`config.mk`:
```
export PLATFORM = sky130hd
export DESIGN_NAME = hidden_layer_mac_ctrl_flat
export DESIGN_NICKNAME = d
export VERILOG_FILES = /design/src/rtl/hidden_layer_mac_ctrl_pkg.sv /design/src/rtl/hidden_layer_mac_ctrl_if.sv /design/src/rtl/hidden_layer_mac_ctrl_mac.sv /design/src/rtl/hidden_layer_mac_ctrl.sv /design/src/flat_wrapper.sv
export SDC_FILE = /design/constraint.sdc
export NUM_CORES = 1
export LEC_CHECK = 0
export ABC_AREA = 1
export BUFFER_PORTS_ARGS = -buffer_cell sky130_fd_sc_hd__buf_2
export CAP_MARGIN = 20
export CORE_MARGIN = 5
export CORE_UTILIZATION = 45
export CTS_BUF_LIST = sky130_fd_sc_hd__clkbuf_4 sky130_fd_sc_hd__clkbuf_8
export DETAILED_ROUTE_END_ITERATION = 10
export SLEW_MARGIN = 20
export SYNTH_ARGS = -nofsm -noshare
export SYNTH_HDL_FRONTEND = slang
export SYNTH_SLANG_ARGS = --single-unit
```
`constraint.sdc`:
```
create_clock -name clk -period 9.2 [get_ports clk]
set_input_delay 1.84 -clock clk [delete_from_list [all_inputs] [get_ports clk]]
set_output_delay 1.84 -clock clk [all_outputs]
set_load 0.05 [all_outputs]
```
`src/rtl/hidden_layer_mac_ctrl_pkg.sv`:
```
// Shared constants and types for the SNN hidden-layer sequencer/MAC.
// Dimensions: 784 inputs per neuron, 32 hidden neurons, 8-bit data,
// 17-bit signed products and a 27-bit signed accumulator. The accumulator
// is wide enough for 784 worst-case products, so it cannot overflow.
package hidden_layer_mac_ctrl_pkg;

  localparam int N_IN   = 784;
  localparam int N_HID  = 32;
  localparam int SHIFT  = 7;
  localparam int ROM_AW = 15;
  localparam int X_AW   = 10;
  localparam int H_AW   = 5;
  localparam int DATA_W = 8;
  localparam int COEF_W = 8;
  localparam int PROD_W = 17;
  localparam int ACC_W  = 27;

  typedef enum logic [2:0] {
    IDLE,
    RUN,
    DRAIN,
    WRITE,
    DONE
  } state_e;

endpackage

```
`src/rtl/hidden_layer_mac_ctrl_if.sv`:
```
// Bus bundle for the hidden-layer sequencer.
// Signals:
//   start           control pulse into the sequencer
//   busy, done      sequencer status
//   w_addr / w_q    hidden-weight ROM address and its signed data (1-cycle read)
//   x_addr / x_q    input RAM address and its unsigned data (1-cycle read)
//   h_we/h_addr/h_data  write port into the hidden result RAM
// The master modport is the sequencer side; the slave modport is the
// memories/controller side.
interface hidden_layer_mac_ctrl_if;
  import hidden_layer_mac_ctrl_pkg::*;

  logic                     start;
  logic                     busy;
  logic                     done;
  logic [ROM_AW-1:0]        w_addr;
  logic signed [COEF_W-1:0] w_q;
  logic [X_AW-1:0]          x_addr;
  logic [DATA_W-1:0]        x_q;
  logic                     h_we;
  logic [H_AW-1:0]          h_addr;
  logic signed [DATA_W-1:0] h_data;

  modport master (
    input  start, w_q, x_q,
    output busy, done, w_addr, x_addr, h_we, h_addr, h_data
  );

  modport slave (
    output start, w_q, x_q,
    input  busy, done, w_addr, x_addr, h_we, h_addr, h_data
  );

endinterface

```
`src/rtl/hidden_layer_mac_ctrl_mac.sv`:
```
// snn_mac: signed-weight x unsigned-input multiply-accumulate.
// Ports:
//   clk    clock, posedge
//   clr_i  synchronous clear of the accumulator; it has priority over en_i
//   en_i   accumulate the current product
//   w_i    signed 8-bit weight
//   x_i    unsigned 8-bit input
//   acc_o  27-bit signed running sum
module snn_mac
  import hidden_layer_mac_ctrl_pkg::*;
(
  input  logic                     clk,
  input  logic                     clr_i,
  input  logic                     en_i,
  input  logic signed [COEF_W-1:0] w_i,
  input  logic [DATA_W-1:0]        x_i,
  output logic signed [ACC_W-1:0]  acc_o
);

  logic signed [PROD_W-1:0] w_ext;
  logic signed [PROD_W-1:0] x_ext;
  logic signed [PROD_W-1:0] prod_p0;
  logic signed [ACC_W-1:0]  acc_d;
  logic signed [ACC_W-1:0]  acc_q;

  // p0: product of the operands, both brought to 17 bits. The full product
  // range (-32640..32385) fits in 17 bits, so the truncated result is exact.
  always_comb begin
    w_ext   = {{(PROD_W-COEF_W){w_i[COEF_W-1]}}, w_i};
    x_ext   = {{(PROD_W-DATA_W){1'b0}}, x_i};
    prod_p0 = w_ext * x_ext;
    acc_d   = acc_q;
    if (clr_i) begin
      acc_d = '0;
    end else if (en_i) begin
      acc_d = acc_q + {{(ACC_W-PROD_W){prod_p0[PROD_W-1]}}, prod_p0};
    end
  end

  // p1: accumulator register
  always_ff @(posedge clk) begin
    acc_q <= acc_d;
  end

  assign acc_o = acc_q;

endmodule

```
`src/rtl/hidden_layer_mac_ctrl.sv`:
```
// hidden_layer_mac_ctrl: sequencer and MAC for the SNN hidden layer.
// For each of the 32 neurons it streams 784 weight/input address pairs,
// accumulates the products, and then writes one saturated 8-bit result
// (acc >>> 7 clamped to [-128,127]) into the hidden result RAM.
// Ports:
//   clk  clock, posedge
//   rst  synchronous, active-high reset
//   bus  master side of hidden_layer_mac_ctrl_if. It carries start/busy/done,
//        the ROM and input-RAM read ports, and the result write port.
module hidden_layer_mac_ctrl
  import hidden_layer_mac_ctrl_pkg::*;
(
  input logic                     clk,
  input logic                     rst,
  hidden_layer_mac_ctrl_if.master bus
);

  localparam logic [X_AW-1:0]        IDX_LAST  = X_AW'(N_IN - 1);
  localparam logic [H_AW-1:0]        NEUR_LAST = H_AW'(N_HID - 1);
  localparam logic signed [ACC_W-1:0] SAT_MAX  = ACC_W'(127);
  localparam logic signed [ACC_W-1:0] SAT_MIN  = ACC_W'(-128);

  state_e                   state_q, state_d;
  logic [X_AW-1:0]          idx_q, idx_d;
  logic [ROM_AW-1:0]        w_addr_q, w_addr_d;
  logic [H_AW-1:0]          neuron_q, neuron_d;
  logic                     vld_p1_q;
  logic                     mac_clr;
  logic signed [ACC_W-1:0]  acc;

  function automatic logic signed [DATA_W-1:0] sat8(input logic signed [ACC_W-1:0] a);
    logic signed [ACC_W-1:0] s;
    s = a >>> SHIFT;
    if (s > SAT_MAX) begin
      return SAT_MAX[DATA_W-1:0];
    end else if (s < SAT_MIN) begin
      return SAT_MIN[DATA_W-1:0];
    end else begin
      return s[DATA_W-1:0];
    end
  endfunction

  // State and counter registers. vld_p1_q marks the cycle in which ROM/RAM
  // data for the previous RUN cycle's addresses are present on w_q/x_q.
  always_ff @(posedge clk) begin
    if (rst) begin
      state_q  <= IDLE;
      idx_q    <= '0;
      w_addr_q <= '0;
      neuron_q <= '0;
      vld_p1_q <= 1'b0;
    end else begin
      state_q  <= state_d;
      idx_q    <= idx_d;
      w_addr_q <= w_addr_d;
      neuron_q <= neuron_d;
      vld_p1_q <= (state_q == RUN);
    end
  end

  // Next state. w_addr is a free-running counter that never resets between
  // neurons, so neuron*N_IN + idx needs no multiplier.
  always_comb begin
    state_d  = state_q;
    idx_d    = idx_q;
    w_addr_d = w_addr_q;
    neuron_d = neuron_q;
    unique case (state_q)
      IDLE: begin
        if (bus.start) begin
          state_d  = RUN;
          idx_d    = '0;
          w_addr_d = '0;
          neuron_d = '0;
        end
      end
      RUN: begin
        if (idx_q == IDX_LAST) begin
          state_d = DRAIN;
        end else begin
          idx_d    = idx_q + X_AW'(1);
          w_addr_d = w_addr_q + ROM_AW'(1);
        end
      end
      DRAIN: begin
        state_d = WRITE;
      end
      WRITE: begin
        if (neuron_q == NEUR_LAST) begin
          state_d = DONE;
        end else begin
          state_d  = RUN;
          neuron_d = neuron_q + H_AW'(1);
          idx_d    = '0;
          w_addr_d = w_addr_q + ROM_AW'(1);
        end
      end
      DONE: begin
        state_d = IDLE;
      end
      default: begin
        state_d = IDLE;
      end
    endcase
  end

  // Outputs. h_we is masked by rst so a reset landing on a WRITE cycle
  // never produces a partial write.
  always_comb begin
    bus.busy   = (state_q != IDLE);
    bus.done   = (state_q == DONE);
    bus.h_we   = (state_q == WRITE) && !rst;
    bus.h_addr = neuron_q;
    bus.h_data = (state_q == WRITE) ? sat8(acc) : '0;
    bus.w_addr = w_addr_q;
    bus.x_addr = idx_q;
  end

  // The accumulator clears on reset, on an accepted start, and after each
  // result has been written.
  assign mac_clr = rst || ((state_q == IDLE) && bus.start) || (state_q == WRITE);

  snn_mac u_mac (
    .clk   (clk),
    .clr_i (mac_clr),
    .en_i  (vld_p1_q),
    .w_i   (bus.w_q),
    .x_i   (bus.x_q),
    .acc_o (acc)
  );

endmodule
```
`src/flat_wrapper.sv`:
```
// flat-port wrapper written by rule: the top's interface ports become plain ports
module hidden_layer_mac_ctrl_flat import hidden_layer_mac_ctrl_pkg::*;
  (clk, rst, bus_start, bus_w_q, bus_x_q, bus_busy, bus_done, bus_w_addr, bus_x_addr, bus_h_we, bus_h_addr, bus_h_data);
  hidden_layer_mac_ctrl_if bus_i ();
  input logic clk;
  input logic rst;
  input wire logic [$bits(bus_i.start)-1:0] bus_start;
  input wire logic [$bits(bus_i.w_q)-1:0] bus_w_q;
  input wire logic [$bits(bus_i.x_q)-1:0] bus_x_q;
  output wire logic [$bits(bus_i.busy)-1:0] bus_busy;
  output wire logic [$bits(bus_i.done)-1:0] bus_done;
  output wire logic [$bits(bus_i.w_addr)-1:0] bus_w_addr;
  output wire logic [$bits(bus_i.x_addr)-1:0] bus_x_addr;
  output wire logic [$bits(bus_i.h_we)-1:0] bus_h_we;
  output wire logic [$bits(bus_i.h_addr)-1:0] bus_h_addr;
  output wire logic [$bits(bus_i.h_data)-1:0] bus_h_data;
  assign bus_i.start = bus_start;
  assign bus_i.w_q = bus_w_q;
  assign bus_i.x_q = bus_x_q;
  assign bus_busy = bus_i.busy;
  assign bus_done = bus_i.done;
  assign bus_w_addr = bus_i.w_addr;
  assign bus_x_addr = bus_i.x_addr;
  assign bus_h_we = bus_i.h_we;
  assign bus_h_addr = bus_i.h_addr;
  assign bus_h_data = bus_i.h_data;
  hidden_layer_mac_ctrl u_core (.clk(clk), .rst(rst), .bus(bus_i));
endmodule
```
After elaboration in Yosys (flattened, before gate mapping)
Cells that the tools add are included.

Register bits after elaboration: 61. Bits in latches: 0. Memory bits (writable): 0. ROM bits: 0. Input bits: 19. Output and inout bits: 41. Memories kept: 0.

$add $sub $neg: 4. $mul: 1. Div/mod/pow operators: 0. Order comparisons: 2. Equal/unequal tests: 10. Shift-type cells: 0. Mux-type cells: 18. Bitwise logic cells: 0. Reductions and logical operators: 12.

Operator list (count): 15-bit 2-to-1 mux (3); 15-bit case mux with 3 select lines (1); 10-bit 2-to-1 mux (3); 10-bit case mux with 3 select lines (1); 27-bit adder (1); 8-bit 2-to-1 mux (3); 20-bit by 8-bit greater-than comparator with 1-bit output, second input constant (1); 20-bit by 8-bit less-than comparator with 1-bit output, second input constant (1); 8-bit by 9-bit multiplier with 17-bit output (1); 15-bit by 1-bit adder with 15-bit output, second input constant (1); 3-bit case mux with 4 select lines (1); 10-bit by 1-bit adder with 10-bit output, second input constant (1); 10-bit equality test, second input constant (1); 5-bit 2-to-1 mux (2); 5-bit case mux with 2 select lines (1); 3-bit 2-to-1 mux (3); 2-bit inequality test, second input constant (4); 3-bit by 2-bit equality test with 1-bit output, second input constant (2); 3-bit nonzero test (2); 5-bit by 1-bit adder with 5-bit output, second input constant (1); 5-bit equality test, second input constant (1); 4-bit AND reduction (1); 3-bit by 1-bit equality test with 1-bit output, second input constant (1); 3-bit equality test, second input constant (1); other kinds (7) (9).

Longest topological paths before layout
Word-level depth: 4. Gate-level depth with buffers: 36.

Modules after synthesis
Synthesis repeated with hierarchy kept, for this count alone.

Cells, all modules: 1120. Area total of the unflattened synthesis: 7220.7 um^2.

Modules (own cells, without submodules): snn_mac (instances 1, cells each 800, area each 5159.9 um^2); hidden_layer_mac_ctrl (instances 1, cells each 320, area each 2060.7 um^2).

Least setup slack after synthesis
No wires, ideal clock.

Path kind: input to register. From: input bus_w_q[7]. To: register u_core.u_mac.acc_q[21] (netlist: u_core.u_mac.acc_o[21]). Setup time: 113 ps. Data arrival time: 7026 ps. Data required time: 9087 ps. Setup slack: 2061 ps. Stages on the path: 25. Buffers on the path: 0. Cells stage by stage: clkinv_1 or2_2 fa_1 fa_1 inv_1 fa_1 inv_1 fa_1 inv_1 ha_1 nand2_1 o21ai_0 nand2_1 nand4_1 nand2_1 ha_1 nand2_1 nor2_1 inv_1 nor3_1 nand4_1 nand3_1 nor2_1 o21ai_1 inv_2.

Longest elaborated chain between the ends: 2.

Ends and longest elaborated chain: start, declared (line flat_wrapper.sv:8) `input wire logic [$bits(bus_i.w_q)-1:0] bus_w_q;`; 8-bit by 9-bit multiplier with 17-bit output (line hidden_layer_mac_ctrl_mac.sv:31) `prod_p0 = w_ext * x_ext;`; 27-bit adder (line hidden_layer_mac_ctrl_mac.sv:36) `acc_d = acc_q + {{(ACC_W-PROD_W){prod_p0[PROD_W-1]}}, prod_p0};`; end signal, assigned (line hidden_layer_mac_ctrl_mac.sv:42) `acc_q <= acc_d;`; end, declared (line hidden_layer_mac_ctrl_mac.sv:24) `logic signed [ACC_W-1:0] acc_q;`.

No other way between the ends. A chain may end at the register's enable or synchronous reset.

Final worst setup path
From: input bus_w_q[7]. To: register u_core.u_mac.acc_q[22] (netlist: u_core.u_mac.acc_o[22]).

The elaborated chain is that of the path after synthesis.

==> metrics <==
Synth Register Bits=61; drt pass-1 iters=6; # IOs=60; port buffer count=59; 1st-iter DRT viols=337; ANT nets after route=0; Slowest cell on crit path=fa_1; clock period minus worst slack=7712 ps; CP startpoint kind=input port; Avg WL per Cell=13.10 um; biggest cell delay along the critical path=550 ps; Top delay family on crit path=adder cells; setup slack, reg-to-reg=6710 ps; Final Hold Vio Count=0; Mean Syn Cell Area=6.613 um2; CP Data Required Time=9450 ps; hold path depth=2; Slew @ Worst Pin=1034 ps; Area growth, synth to finish=9.035%; worst skew pair latency=350 ps; GP Congestion=0.9246; setup TNS=0 ps; fin crit share=83.83%; post-layout net count=1224; fin util=49.85%; Yosys warnings=0; RSZ-0062 raised after global routing=false; Critical Path AT=7960 ps; Clk pwr share=18.8%; Placeable Area=15150 um2; Max Clock Freq=129.7 MHz; Clock Skews=9.468 ps; Power Internal=0.7621 mW; hold crit path type=flop to flop; vias in the first global route=6052; CTS Buf Count=9; CP Class=input port to flop; H-tree depth=3; grt total ovfl=0; relative slew slack=30.95%; die area=17970 um2; Vias per Instance=4.958; Reg clk slew, reported paths=70 ps; DR vias=6356; clk root buf=clkbuf_8; antenna violations before repair=0; largest net degree at the start of global routing=32; Chip Width=134.0 um; status=completed; Max IR drop VDD=0.1027 mV; syn nets=1181; most common cell after layout, fill and taps aside=nand2_1; Distinct cells, synth=46; clk buf depth=2; pwr/cell area=198.4 nW/um2; sequential-to-total area share from yosys stat=17.64%; CTS tree=yes; maximum fanout along the worst path=13; switching power=0.7356 mW; LEAKAGE=4.155 nW; num rows=45; post-detail-place hpwl=13620 um; R2R depth=13; Max Slew Vio Count=0; post-CTS setup buffers=0; reg2reg start=u_core.bus.h_addr[0]; Max Cap Violations=0; most frequent cells in the layout=nand2_1 (223), inv_1 (216), nor2_1 (87); endpoint type of the worst setup path=flop; hold_buf cts=0; residual DRC count=0; GR Util All Layers=19.56%; share of layout cells above drive strength 1=10.15%; crit path from=bus_w_q[7]; clk sinks=61; sequential power share=19.5%; worst path bufs/invs=6; Die H=134.0 um; Tot Pwr=1.498 mW; post-cts sizing count=0; first-pass GRT wire length=29210 um; Initial Util=45.72%; Finish-stage setup viols=0; crit path cell chain=buf_2 > clkinv_1 > or2_2 > fa_1 > fa_1 > inv_1 > fa_1 > inv_1 > fa_1 > inv_1 > ha_1 > nand2_1 > o21ai_0 > nand2_1 > nand4_1 > nand2_1 > ha_1 > nand2_1 > nor4_1 > o21ai_0 > nand3_1 > nor2_1 > o21ai_1 > inv_2; worst hold endpoint=u_core.bus.w_addr[10]; Netlist Area Pre-Place=6924 um2; Mapped Cells=1047; Reg-to-Reg End=u_core.bus.x_addr[5]; Combinational Power Share=61.7%; switch share=49.12%; Hold Crit Start=u_core.bus.w_addr[10]; n_diodes=0; WHS=468.2 ps; post-detailed-routing wire length=16790 um
[worst register-to-register path: cells and delay by family (launching register included)]
kind	cells	cell delay, ps
simple gates	7	1040
buf+inv	3	550
fa+ha+maj	2	410
flops	1	350
compound gates	1	40
[state kept, by name, indices dropped and copies added, names as in the netlist]
name	cells
u_core.bus.w_addr	15
u_core.state_q	3
u_core.vld_p1_q	1
u_core.bus.h_addr	5
u_core.bus.x_addr	10
u_core.u_mac.acc_o	27
[synthesized netlist by cell type (all sizes together)]
cell type	number	area (um2)
nor2	96	397.9
xnor2	8	70.07
o211ai	2	15.01
xor2	20	175.2
a22oi	1	7.510
a21oi	82	425.4
o21bai	4	30.03
o221ai	1	8.760
o41ai	1	8.760
a21boi	1	7.510
o31ai	1	7.510
o21ai	45	225.2
a41oi	1	8.760
a31oi	6	37.54
nor3	24	125.1
nand3	57	290.3
or2	6	40.04
buf	6	61.30
nand2	228	878.3
a2111oi	1	8.760
nand4	21	131.4
ha	77	963.4
nor4	2	12.51
clkinv	2	7.510
dfxtp	61	1221
fa	38	760.7
o211a	1	10.01
a21o	4	30.03
nor3b	1	12.51
and2	1	6.260
inv	226	853.3
clkbuf	21	78.83
a211oi	1	7.510
[power groups by stage]
stage | clock, mW | sequential, mW | combinational, mW
after floorplan | 0 | 0.306 | 0.719
after global placement | 0 | 0.298 | 0.921
after detailed placement | 0 | 0.298 | 0.917
after CTS | 0.294 | 0.292 | 0.924
after global routing | 0.304 | 0.294 | 1.06
final | 0.282 | 0.292 | 0.924
[cells by family after synthesis]
logic type | Yosys count | synth area share, %
and+or+nand+nor | 436 | 27.36
buffers and inverters | 255 | 14.46
AOI/OAI and AO/OA | 152 | 12.11
adders and majority gates | 115 | 24.90
DFF | 61 | 17.64
xor gates and xnor gates | 28 | 3.542
[how the worst max path moves through the flow]
stage / to / slack (ps) / cells after the start
floorplan: u_core.u_mac.acc_o[21] / 2060 / 25
global placement: u_core.u_mac.acc_o[22] / 1120 / 24
detailed placement: u_core.u_mac.acc_o[22] / 1130 / 24
CTS: u_core.u_mac.acc_o[22] / 1470 / 24
global route: u_core.u_mac.acc_o[22] / 1030 / 24
finish: u_core.u_mac.acc_o[22] / 1490 / 24
[metal layers]
layer | up-vias | track usage (%) | share of wire (%)
li1 | 3378 | - | -
met1 | 2829 | 27.03 | 48
met2 | 125 | 32.14 | 47
met3 | 24 | 2.926 | 4.2
met4 | 0 | 5.090 | 1.5
met5 | - | 0 | 0
[metrics by stage]
stage	worst slack (ps)	std cells	area, um2
after detailed placement	1134	1267	7322
after global placement	1120	1267	7315
final	1488	1282	7550
after global routing	1035	1282	7550
after floorplan	2061	1047	6924
after CTS	1471	1282	7550
[final cells by class]
cell class,instances,area (um2)
Fill cell,1592,7596
Multi-Input combinational cell,731,4710
Sequential cell,61,1221
Inverter,228,860.8
Timing Repair Buffer,59,295.3
Tap cell,188,235.2
Clock buffer,12,158.9
Clock inverter,3,68.82
Power figures use the tool's default switching activity.
